<file path="config.mk">
export PLATFORM = sky130hd
export DESIGN_NAME = seven_seg_scan_flat
export DESIGN_NICKNAME = d
export VERILOG_FILES = /design/src/rtl/seven_seg_scan_if.sv /design/src/rtl/seven_seg_scan.sv /design/src/flat_wrapper.sv
export SDC_FILE = /design/constraint.sdc
export NUM_CORES = 1
export LEC_CHECK = 0
export ABC_CLOCK_PERIOD_IN_PS = 2300
export BUFFER_PORTS_ARGS = -buffer_cell sky130_fd_sc_hd__buf_4
export CORE_ASPECT_RATIO = 1.4
export CORE_MARGIN = 8
export CORE_UTILIZATION = 30
export DETAILED_ROUTE_END_ITERATION = 8
export GPL_TIMING_DRIVEN = 0
export PLACE_DENSITY = 0.62
export SYNTH_ARGS = -nofsm -noshare
export SYNTH_HDL_FRONTEND = slang
export SYNTH_SLANG_ARGS = --single-unit
</file>
<file path="constraint.sdc">
create_clock -name clk -period 2.3 [get_ports clk]
set_input_delay 0.345 -clock clk [delete_from_list [all_inputs] [get_ports clk]]
set_output_delay 0.345 -clock clk [all_outputs]
set_load 0.02 [all_outputs]
</file>
<file path="src/rtl/seven_seg_scan_if.sv">
// rtl/seven_seg_scan_if.sv - display scan interface: enable, digit patterns in, multiplexed drive out
interface seven_seg_scan_if;
    logic       en;
    logic [6:0] seg;
    logic [6:0] seg2;
    logic [6:0] seg3;
    logic [6:0] seg4;
    logic [6:0] seg_out;
    logic [3:0] an;
    logic [1:0] digit;
    logic       frame_tick;

    modport master (
        output en, seg, seg2, seg3, seg4,
        input  seg_out, an, digit, frame_tick
    );

    modport slave (
        input  en, seg, seg2, seg3, seg4,
        output seg_out, an, digit, frame_tick
    );
endinterface

</file>
<file path="src/rtl/seven_seg_scan.sv">
// rtl/seven_seg_scan.sv - four-digit multiplexed seven-segment scanner with per-slot blanking
module seven_seg_scan #(
    parameter int DIV   = 8,
    parameter int BLANK = 2
) (
    input  logic            clk,
    input  logic            rst,
    seven_seg_scan_if.slave bus
);
    localparam int             CW      = (DIV > 2) ? $clog2(DIV) : 1;
    localparam logic [CW-1:0]  CNT_MAX = CW'(DIV - 1);
    localparam logic [CW-1:0]  BLANK_C = CW'(BLANK);

    logic [CW-1:0] cnt;
    logic [CW-1:0] cnt_n;
    logic [1:0]    digit;
    logic [1:0]    digit_n;
    logic [6:0]    snap   [4];
    logic [6:0]    snap_n [4];
    logic [6:0]    seg_in [4];
    logic          load;
    logic          lit;
    logic [6:0]    seg_out_r;
    logic [6:0]    seg_out_n;
    logic [3:0]    an_r;
    logic [3:0]    an_n;
    logic          tick_r;
    logic          tick_n;

    assign seg_in[0] = bus.seg;
    assign seg_in[1] = bus.seg2;
    assign seg_in[2] = bus.seg3;
    assign seg_in[3] = bus.seg4;

    // Blanking window at the head of each slot suppresses ghosting; absent when BLANK is 0.
    generate
        if (BLANK == 0) begin : g_no_blank
            assign lit = 1'b1;
        end else begin : g_blank
            assign lit = (cnt_n >= BLANK_C);
        end
    endgenerate

    // Next slot position and snapshot: patterns are captured only while dark or at the frame wrap.
    always_comb begin
        cnt_n   = cnt;
        digit_n = digit;
        load    = 1'b0;
        if (!bus.en) begin
            cnt_n   = '0;
            digit_n = 2'd0;
            load    = 1'b1;
        end else if (cnt == CNT_MAX) begin
            cnt_n   = '0;
            digit_n = digit + 2'd1;
            load    = (digit == 2'd3);
        end else begin
            cnt_n   = cnt + CW'(1);
        end
        for (int k = 0; k < 4; k++) begin
            snap_n[k] = load ? seg_in[k] : snap[k];
        end
    end

    // Outputs are derived from the next state so the registered drive matches the registered cnt/digit.
    always_comb begin
        an_n      = 4'b1111;
        seg_out_n = 7'b1111111;
        tick_n    = 1'b0;
        if (bus.en) begin
            if (lit) begin
                an_n      = ~(4'b0001 << digit_n);
                seg_out_n = snap_n[digit_n];
            end
            tick_n = (digit_n == 2'd3) && (cnt_n == CNT_MAX);
        end
    end

    // State and output registers; reset darkens the display immediately.
    always_ff @(posedge clk or posedge rst) begin
        if (rst) begin
            cnt       <= '0;
            digit     <= 2'd0;
            an_r      <= 4'b1111;
            seg_out_r <= 7'b1111111;
            tick_r    <= 1'b0;
            for (int k = 0; k < 4; k++) begin
                snap[k] <= 7'b1111111;
            end
        end else begin
            cnt       <= cnt_n;
            digit     <= digit_n;
            an_r      <= an_n;
            seg_out_r <= seg_out_n;
            tick_r    <= tick_n;
            for (int k = 0; k < 4; k++) begin
                snap[k] <= snap_n[k];
            end
        end
    end

    assign bus.seg_out    = seg_out_r;
    assign bus.an         = an_r;
    assign bus.digit      = digit;
    assign bus.frame_tick = tick_r;
endmodule

</file>
<file path="src/flat_wrapper.sv">
// flat-port wrapper written by rule: the top's interface ports become plain ports
module seven_seg_scan_flat 
#(
    parameter int DIV   = 8,
    parameter int BLANK = 2
)
  (clk, rst, bus_en, bus_seg, bus_seg2, bus_seg3, bus_seg4, bus_seg_out, bus_an, bus_digit, bus_frame_tick);
  seven_seg_scan_if bus_i ();
  input  logic clk;
  input  logic rst;
  input wire logic [$bits(bus_i.en)-1:0] bus_en;
  input wire logic [$bits(bus_i.seg)-1:0] bus_seg;
  input wire logic [$bits(bus_i.seg2)-1:0] bus_seg2;
  input wire logic [$bits(bus_i.seg3)-1:0] bus_seg3;
  input wire logic [$bits(bus_i.seg4)-1:0] bus_seg4;
  output wire logic [$bits(bus_i.seg_out)-1:0] bus_seg_out;
  output wire logic [$bits(bus_i.an)-1:0] bus_an;
  output wire logic [$bits(bus_i.digit)-1:0] bus_digit;
  output wire logic [$bits(bus_i.frame_tick)-1:0] bus_frame_tick;
  assign bus_i.en = bus_en;
  assign bus_i.seg = bus_seg;
  assign bus_i.seg2 = bus_seg2;
  assign bus_i.seg3 = bus_seg3;
  assign bus_i.seg4 = bus_seg4;
  assign bus_seg_out = bus_i.seg_out;
  assign bus_an = bus_i.an;
  assign bus_digit = bus_i.digit;
  assign bus_frame_tick = bus_i.frame_tick;
  seven_seg_scan #(.DIV(DIV), .BLANK(BLANK)) u_core (.clk(clk), .rst(rst), .bus(bus_i));
endmodule
</file>
==> key figures, run 1 <==
Status
  • Outcome: complete, no violations

Power and ir drop
  • Worst IR drop on VDD: 225 µV
  • Leak: 1.11 nW
  • Cell Pwr Density: 659 mW/mm²

Setup path
  • Crit Path Max Fanout: 5
  • WP data arrival: 2.43 ns
  • Top cell by count, worst path: ha_1
  • Startpoint Class: register
  • Worst path max stage delay: 0.40 ns
  • Endpoint class of the critical path: register
  • Crit-path cells: ha_1, ha_1, a21boi_1, buf_6, buf_4, mux2_2, a22o_1, a2111o_1
  • Slowest CP cell: dfrtp_1
  • Required @ worst endpoint: 2.51 ns
  • Setup Crit Path Kind: reg -> reg

Layout
  • Register Area: 0.00117 mm²
  • # diodes: 0
  • Fillers: 619
  • Non-Filler Instances: 259
  • Fraction of layout cells with a size suffix above 1: 69.2%
  • Area of the multi-input gates: 744 µm²
  • Synthesis-to-layout area growth: 30.3%
  • Commonest non-fill, non-tap cell in the layout: buf_4
  • Most frequent cells in the layout: buf_4 (47), dfstp_2 (39), mux2_2 (22)
  • Fin nets: 218

Clocking
  • CTS clk-pin slew, worst paths: 0.08 ns
  • Max clock buf depth: 2
  • Number of buffers created by CTS: 5
  • H-tree depth: 2
  • Clk_lat worst skew: 0.29 ns
  • Clock sinks: 45
  • Clock root cell: clkbuf_8
  • Hold buffer count at cts: 0
  • CTS tree: built

Logic synthesis
  • Cell Area, Synth: 0.00195 mm²
  • Netlist cell types: 28
  • Top-area cell type share of the netlist area: 52.5%
  • Synth area leaders: dfstp_2 (53%), mux2_2 (13%), dfrtp_1 (7.7%), mux2_4 (4.6%), a2111o_1 (3.5%)
  • Yosys top cell by area: dfstp_2
  • Yosys warnings: 0
  • Avg Inst Size Synth: 15.1 µm²
  • Synth Instances: 129
  • Flops & latches, synth: 45
  • Sequential fraction of the synthesis area: 60.2%
  • Synthesized net count: 163

STA
  • Final Hold Vio Count: 0
  • Worst Tran Pin Value: 0.640 ns
  • Fin crit share: 96.4%
  • Max-slew headroom: 57.3%
  • Skew final: 0.00545 ns
  • Crit path setup slack, layout: 0.0821 ns
  • Fin crit period: 2.22 ns
  • FMAX: 451 MHz
  • Setup total negative slack: 0 ns
  • RSZ-0062 raised after global routing: no
  • Max-slew violation count: 0
  • Final setup viols: 0

Detailed routing
  • Vias/cell: 4.80
  • DR pass1 iterations: 4
  • Average wire per standard cell: 16.3 µm
  • DR vias: 1242
  • Drt total wl: 4230 µm
  • Detailed router's first-iteration violation count: 53
  • Post-route DRC violation count: 0
  • Post-route ant nets: 0

Global routing
  • First-pass GRT wire length: 6830 µm
  • Vias in the first global route: 1350
  • Largest net degree at the start of global routing: 46
  • Antenna violations before repair: 0
  • Gr ovfl total: 0
  • GRT Overall Usage: 9.19%

Placed design
  • Pre-CTS setup slack: -0.183 ns
  • DPL Wire Length: 3130 µm
  • Post-Place Cells: 248
  • Gp weighted congestion: 0.677
  • PortBufs: 44

Floorplanning
  • Die Height: 111 µm
  • Core ar.: 0.00644 mm²
  • FP Rows: 35
  • Die area: 0.00938 mm²
  • Starting density of the core: 30.3%
  • Die W: 84.2 µm
  • I/O pin count: 45

Hold path
  • HP Class: in -> async

Run
  • Maxcap violations: 0
[synth_stat cells, drive strengths merged]
library cell	number
a22o	7
nor3b	4
nor2b	7
a21boi	1
buf	4
a2111o	6
mux2	28
and2	2
mux2i	1
o21ai	2
and3	1
o311ai	1
nand3b	1
and4	1
dfrtp	6
nand2	1
a221o	2
or3	1
o21a	3
clkbuf	2
ha	3
nor2	1
dfstp	39
nand2b	2
and2b	2
inv	1
[per-stage QoR]
stage / util [%] / instance area (µm²) / hold slack (ns) / total power, W
2_1_floorplan: - / 1950 / 0.422 / 0.00109
3_3_place_gp: 36.9 / 2370 / 0.437 / 0.00118
3_5_place_dp: 37.2 / 2390 / 0.403 / 0.00119
4_1_cts: 38.8 / 2500 / 0.0816 / 0.00170
5_1_grt: 39.5 / 2540 / 0.0924 / 0.00177
6_report: 39.5 / 2540 / 0.0654 / 0.00168
[layer usage]
layer | track usage (%) | routed length [µm] | up-vias
met2 | 15.7 | 2280 | 27
met3 | 2.41 | 194 | 5
met4 | 4.51 | 78 | 0
li1 | - | - | 580
met1 | 10.2 | 1680 | 630
met5 | 0 | 0 | -
[worst paths after layout]
kind	startpoint	endpoint	slack [ns]	cells past startpoint
setup / recovery	u_core.cnt[0]	u_core.bus.seg_out[3]	0.08	8
hold / removal	rst	u_core.bus.frame_tick	0.07	3
setup reg to reg	u_core.cnt[0]	u_core.bus.seg_out[3]	0.08	8
hold reg to reg	u_core.cnt[0]	u_core.cnt[0]	0.47	1
max in group asynchronous	rst	u_core.bus.an[3]	1.94	3
min in group clk	bus_seg[0]	u_core.snap[21]	0.29	2
[where the power goes]
part | internal [W] | switching (W)
sequential | 0.000904 | 0.0000188
clock | 0.000245 | 0.000248
combinational | 0.000145 | 0.000114
total | 0.00129 | 0.000380
[cell type report]
type                            count  area share (%)
Clock buffer                        8            3.54
Multi-Input combinational cell     77            29.3
Inverter                            1           0.148
Timing Repair Buffer               48            15.2
Tap cell                           74            3.64
Buffer                              6            2.02
Sequential cell                    45            46.2
[sequential cells by signal, indices dropped and copies added, names as in the netlist]
name and cells:
u_core.snap 28, u_core.bus.seg_out 7, u_core.bus.an 4, u_core.cnt 3, u_core.bus.digit 2, u_core.bus.frame_tick 1
[timing repair]
item	CTS	global route
setup buffers	0	3
endpoints found under the setup margin	6	6
resized for setup	4	2
hold endpoints to repair	0	0
[kinds of logic (layout without fill, tap and decap cells)]
kind of cell | count (synthesis) | count (layout) | synth area share [%]
AO/OA/AOI/OAI | 22 | 22 | 10.1
adder cells (fa/ha/maj) | 3 | 3 | 1.92
buffers and inverters | 7 | 63 | 2.24
flip-flops | 45 | 45 | 60.2
multiplexers | 29 | 29 | 17.8
AND/OR/NAND/NOR | 23 | 23 | 7.69
[worst max-delay path, delay by kind of cell, from the launching register on]
family          cells  cell delay, ns
fa+ha+maj           2            0.39
mux                 1            0.33
buf+inv             2            0.27
compound gates      3            0.75
flops               1            0.40
Note: power is estimated with default switching activity, not from simulation.
==> inputs of run 2 (changes only) <==
--- a/config.mk
+++ b/config.mk
@@ -5,12 +5,12 @@
 export SDC_FILE = /design/constraint.sdc
 export NUM_CORES = 1
 export LEC_CHECK = 0
-export ABC_CLOCK_PERIOD_IN_PS = 2300
 export BUFFER_PORTS_ARGS = -buffer_cell sky130_fd_sc_hd__buf_4
 export CORE_ASPECT_RATIO = 1.4
 export CORE_MARGIN = 8
 export CORE_UTILIZATION = 30
 export DETAILED_ROUTE_END_ITERATION = 8
+export GPL_ROUTABILITY_DRIVEN = 0
 export GPL_TIMING_DRIVEN = 0
 export PLACE_DENSITY = 0.62
 export SYNTH_ARGS = -nofsm -noshare
==> constraint.sdc (replaced) <==
create_clock -name clk -period 2.45 [get_ports clk]
set_input_delay 0.3675 -clock clk [delete_from_list [all_inputs] [get_ports clk]]
set_output_delay 0.3675 -clock clk [all_outputs]
set_load 0.02 [all_outputs]
==> key figures, run 2 (synthesis gave the netlist of run 1 again) <==
Status
  • Outcome: complete, no violations

Run
  • Maxcap violations: 0

Setup path
  • Worst path max stage delay: 0.40 ns
  • Crit-path cells: ha_1, ha_1, a21boi_1, buf_6, buf_2, mux2_2, nor2b_1, a2111o_1
  • Slowest CP cell: dfrtp_1
  • Setup Crit Path Kind: reg -> reg
  • Startpoint Class: register
  • Endpoint class of the critical path: register
  • WP data arrival: 2.55 ns
  • Worst path top cell family by delay: compound AO/OA/AOI/OAI gates
  • Required @ worst endpoint: 2.66 ns
  • Top cell by count, worst path: ha_1
  • Crit Path Max Fanout: 10
  • Worst path bufs/invs: 2

Clocking
  • Clock root cell: clkbuf_8
  • Max clock buf depth: 2
  • H-tree depth: 2
  • CTS tree: built
  • Clock sinks: 45
  • CTS clk-pin slew, worst paths: 0.08 ns
  • Number of buffers created by CTS: 5
  • Clk_lat worst skew: 0.29 ns

STA
  • Setup total negative slack: 0 ns
  • Hold slack: 0.0880 ns
  • Final Hold Vio Count: 0
  • Fin crit period: 2.34 ns
  • Max-slew violation count: 0
  • Final setup viols: 0
  • RSZ-0062 raised after global routing: no
  • FMAX: 427 MHz
  • Worst Tran Pin Value: 1.01 ns
  • Max-slew headroom: 31.7%
  • Skew final: 0.00603 ns
  • Fin crit share: 95.6%

Detailed routing
  • Drt total wl: 4220 µm
  • DR pass1 iterations: 4
  • Detailed router's first-iteration violation count: 52
  • Post-route DRC violation count: 0
  • Post-route ant nets: 0
  • DR vias: 1243
  • Average wire per standard cell: 16.5 µm
  • Vias/cell: 4.86

Global routing
  • Largest net degree at the start of global routing: 46
  • Antenna violations before repair: 0
  • First-pass GRT wire length: 6830 µm
  • Gr ovfl total: 0
  • Vias in the first global route: 1350
  • GRT Overall Usage: 9.19%

Placed design
  • PortBufs: 44
  • DPL Wire Length: 3130 µm
  • Area post-placement: 0.00239 mm²
  • Post-Place Cells: 248

Layout
  • Most flop-heavy register: u_core.snap
  • Commonest non-fill, non-tap cell in the layout: buf_4
  • Fraction of layout cells with a size suffix above 1: 67.6%
  • Fin nets: 215
  • Final core utilization: 38.6%
  • Non-Filler Instances: 256
  • Max reg flops: 28
  • Most frequent cells in the layout: buf_4 (44), dfstp_2 (39), mux2_2 (22)
  • Fillers: 625
  • # diodes: 0
  • Finished Cell Area: 0.00248 mm²
  • Synthesis-to-layout area growth: 27.3%

Floorplanning
  • Starting density of the core: 30.3%
  • Die Height: 111 µm
  • Die W: 84.2 µm
  • FP Rows: 35
  • Die area: 0.00938 mm²
  • I/O pin count: 45
  • Core ar.: 0.00644 mm²

Power and ir drop
  • Worst IR drop on VDD: 194 µV
  • Cell Pwr Density: 629 mW/mm²
  • Leak: 1.08 nW

Hold path
  • HP Class: in -> async
## run 2: worst min-delay path: stages
cell,delay [ns]
buf_4,0.11
inv_2,0.05
buf_12,0.22
## run 2: final timing paths
kind / depth (start not counted) / slack, ns / to / from
min in group clk: 2 / 0.32 / u_core.snap[21] / bus_seg[0]
max reg2reg: 8 / 0.11 / u_core.bus.seg_out[3] / u_core.cnt[0]
max: 8 / 0.11 / u_core.bus.seg_out[3] / u_core.cnt[0]
max in group asynchronous: 3 / 2.07 / u_core.bus.an[3] / rst
min reg2reg: 1 / 0.47 / u_core.cnt[0] / u_core.cnt[0]
min: 3 / 0.09 / u_core.bus.frame_tick / rst
## run 2: stage by stage
| stage | total power (W) | worst slack, ns |
|---|---|---|
| CTS | 0.00159 | 0.0892 |
| floorplan | 0.00102 | 0.283 |
| global placement | 0.00111 | -0.0104 |
| detailed placement | 0.00112 | -0.0326 |
| global route | 0.00165 | 0.0169 |
| finish | 0.00156 | 0.108 |
## run 2: layout make-up
cell class,instances,area (µm²),share of cell area (%)
Buffer,6,40.0,1.61
Clock buffer,8,90.1,3.63
Inverter,1,3.75,0.151
Multi-Input combinational cell,77,733,29.5
Sequential cell,45,1170,47.3
Tap cell,74,92.6,3.73
Timing Repair Buffer,45,350,14.1
## run 2: repair_timing
| item | in CTS | in global routing |
|---|---|---|
| resized for setup | 1 | 0 |
| endpoints found under the setup margin | 2 | 0 |
| buffers inserted | 0 | 0 |
| hold buffers | 0 | 0 |
## run 2: metal layers
metal,vias up,global-route usage [%],part of all wire (%)
li1,576,-,-
met1,633,10.2,40
met2,28,15.7,53
met3,6,2.41,5.1
met4,0,4.51,2.1
met5,-,0,0
## run 2: report_power, final
| group | switching, W | internal, W |
|---|---|---|
| registers | 0.0000174 | 0.000849 |
| clock network | 0.000232 | 0.000230 |
| logic | 0.000105 | 0.000129 |
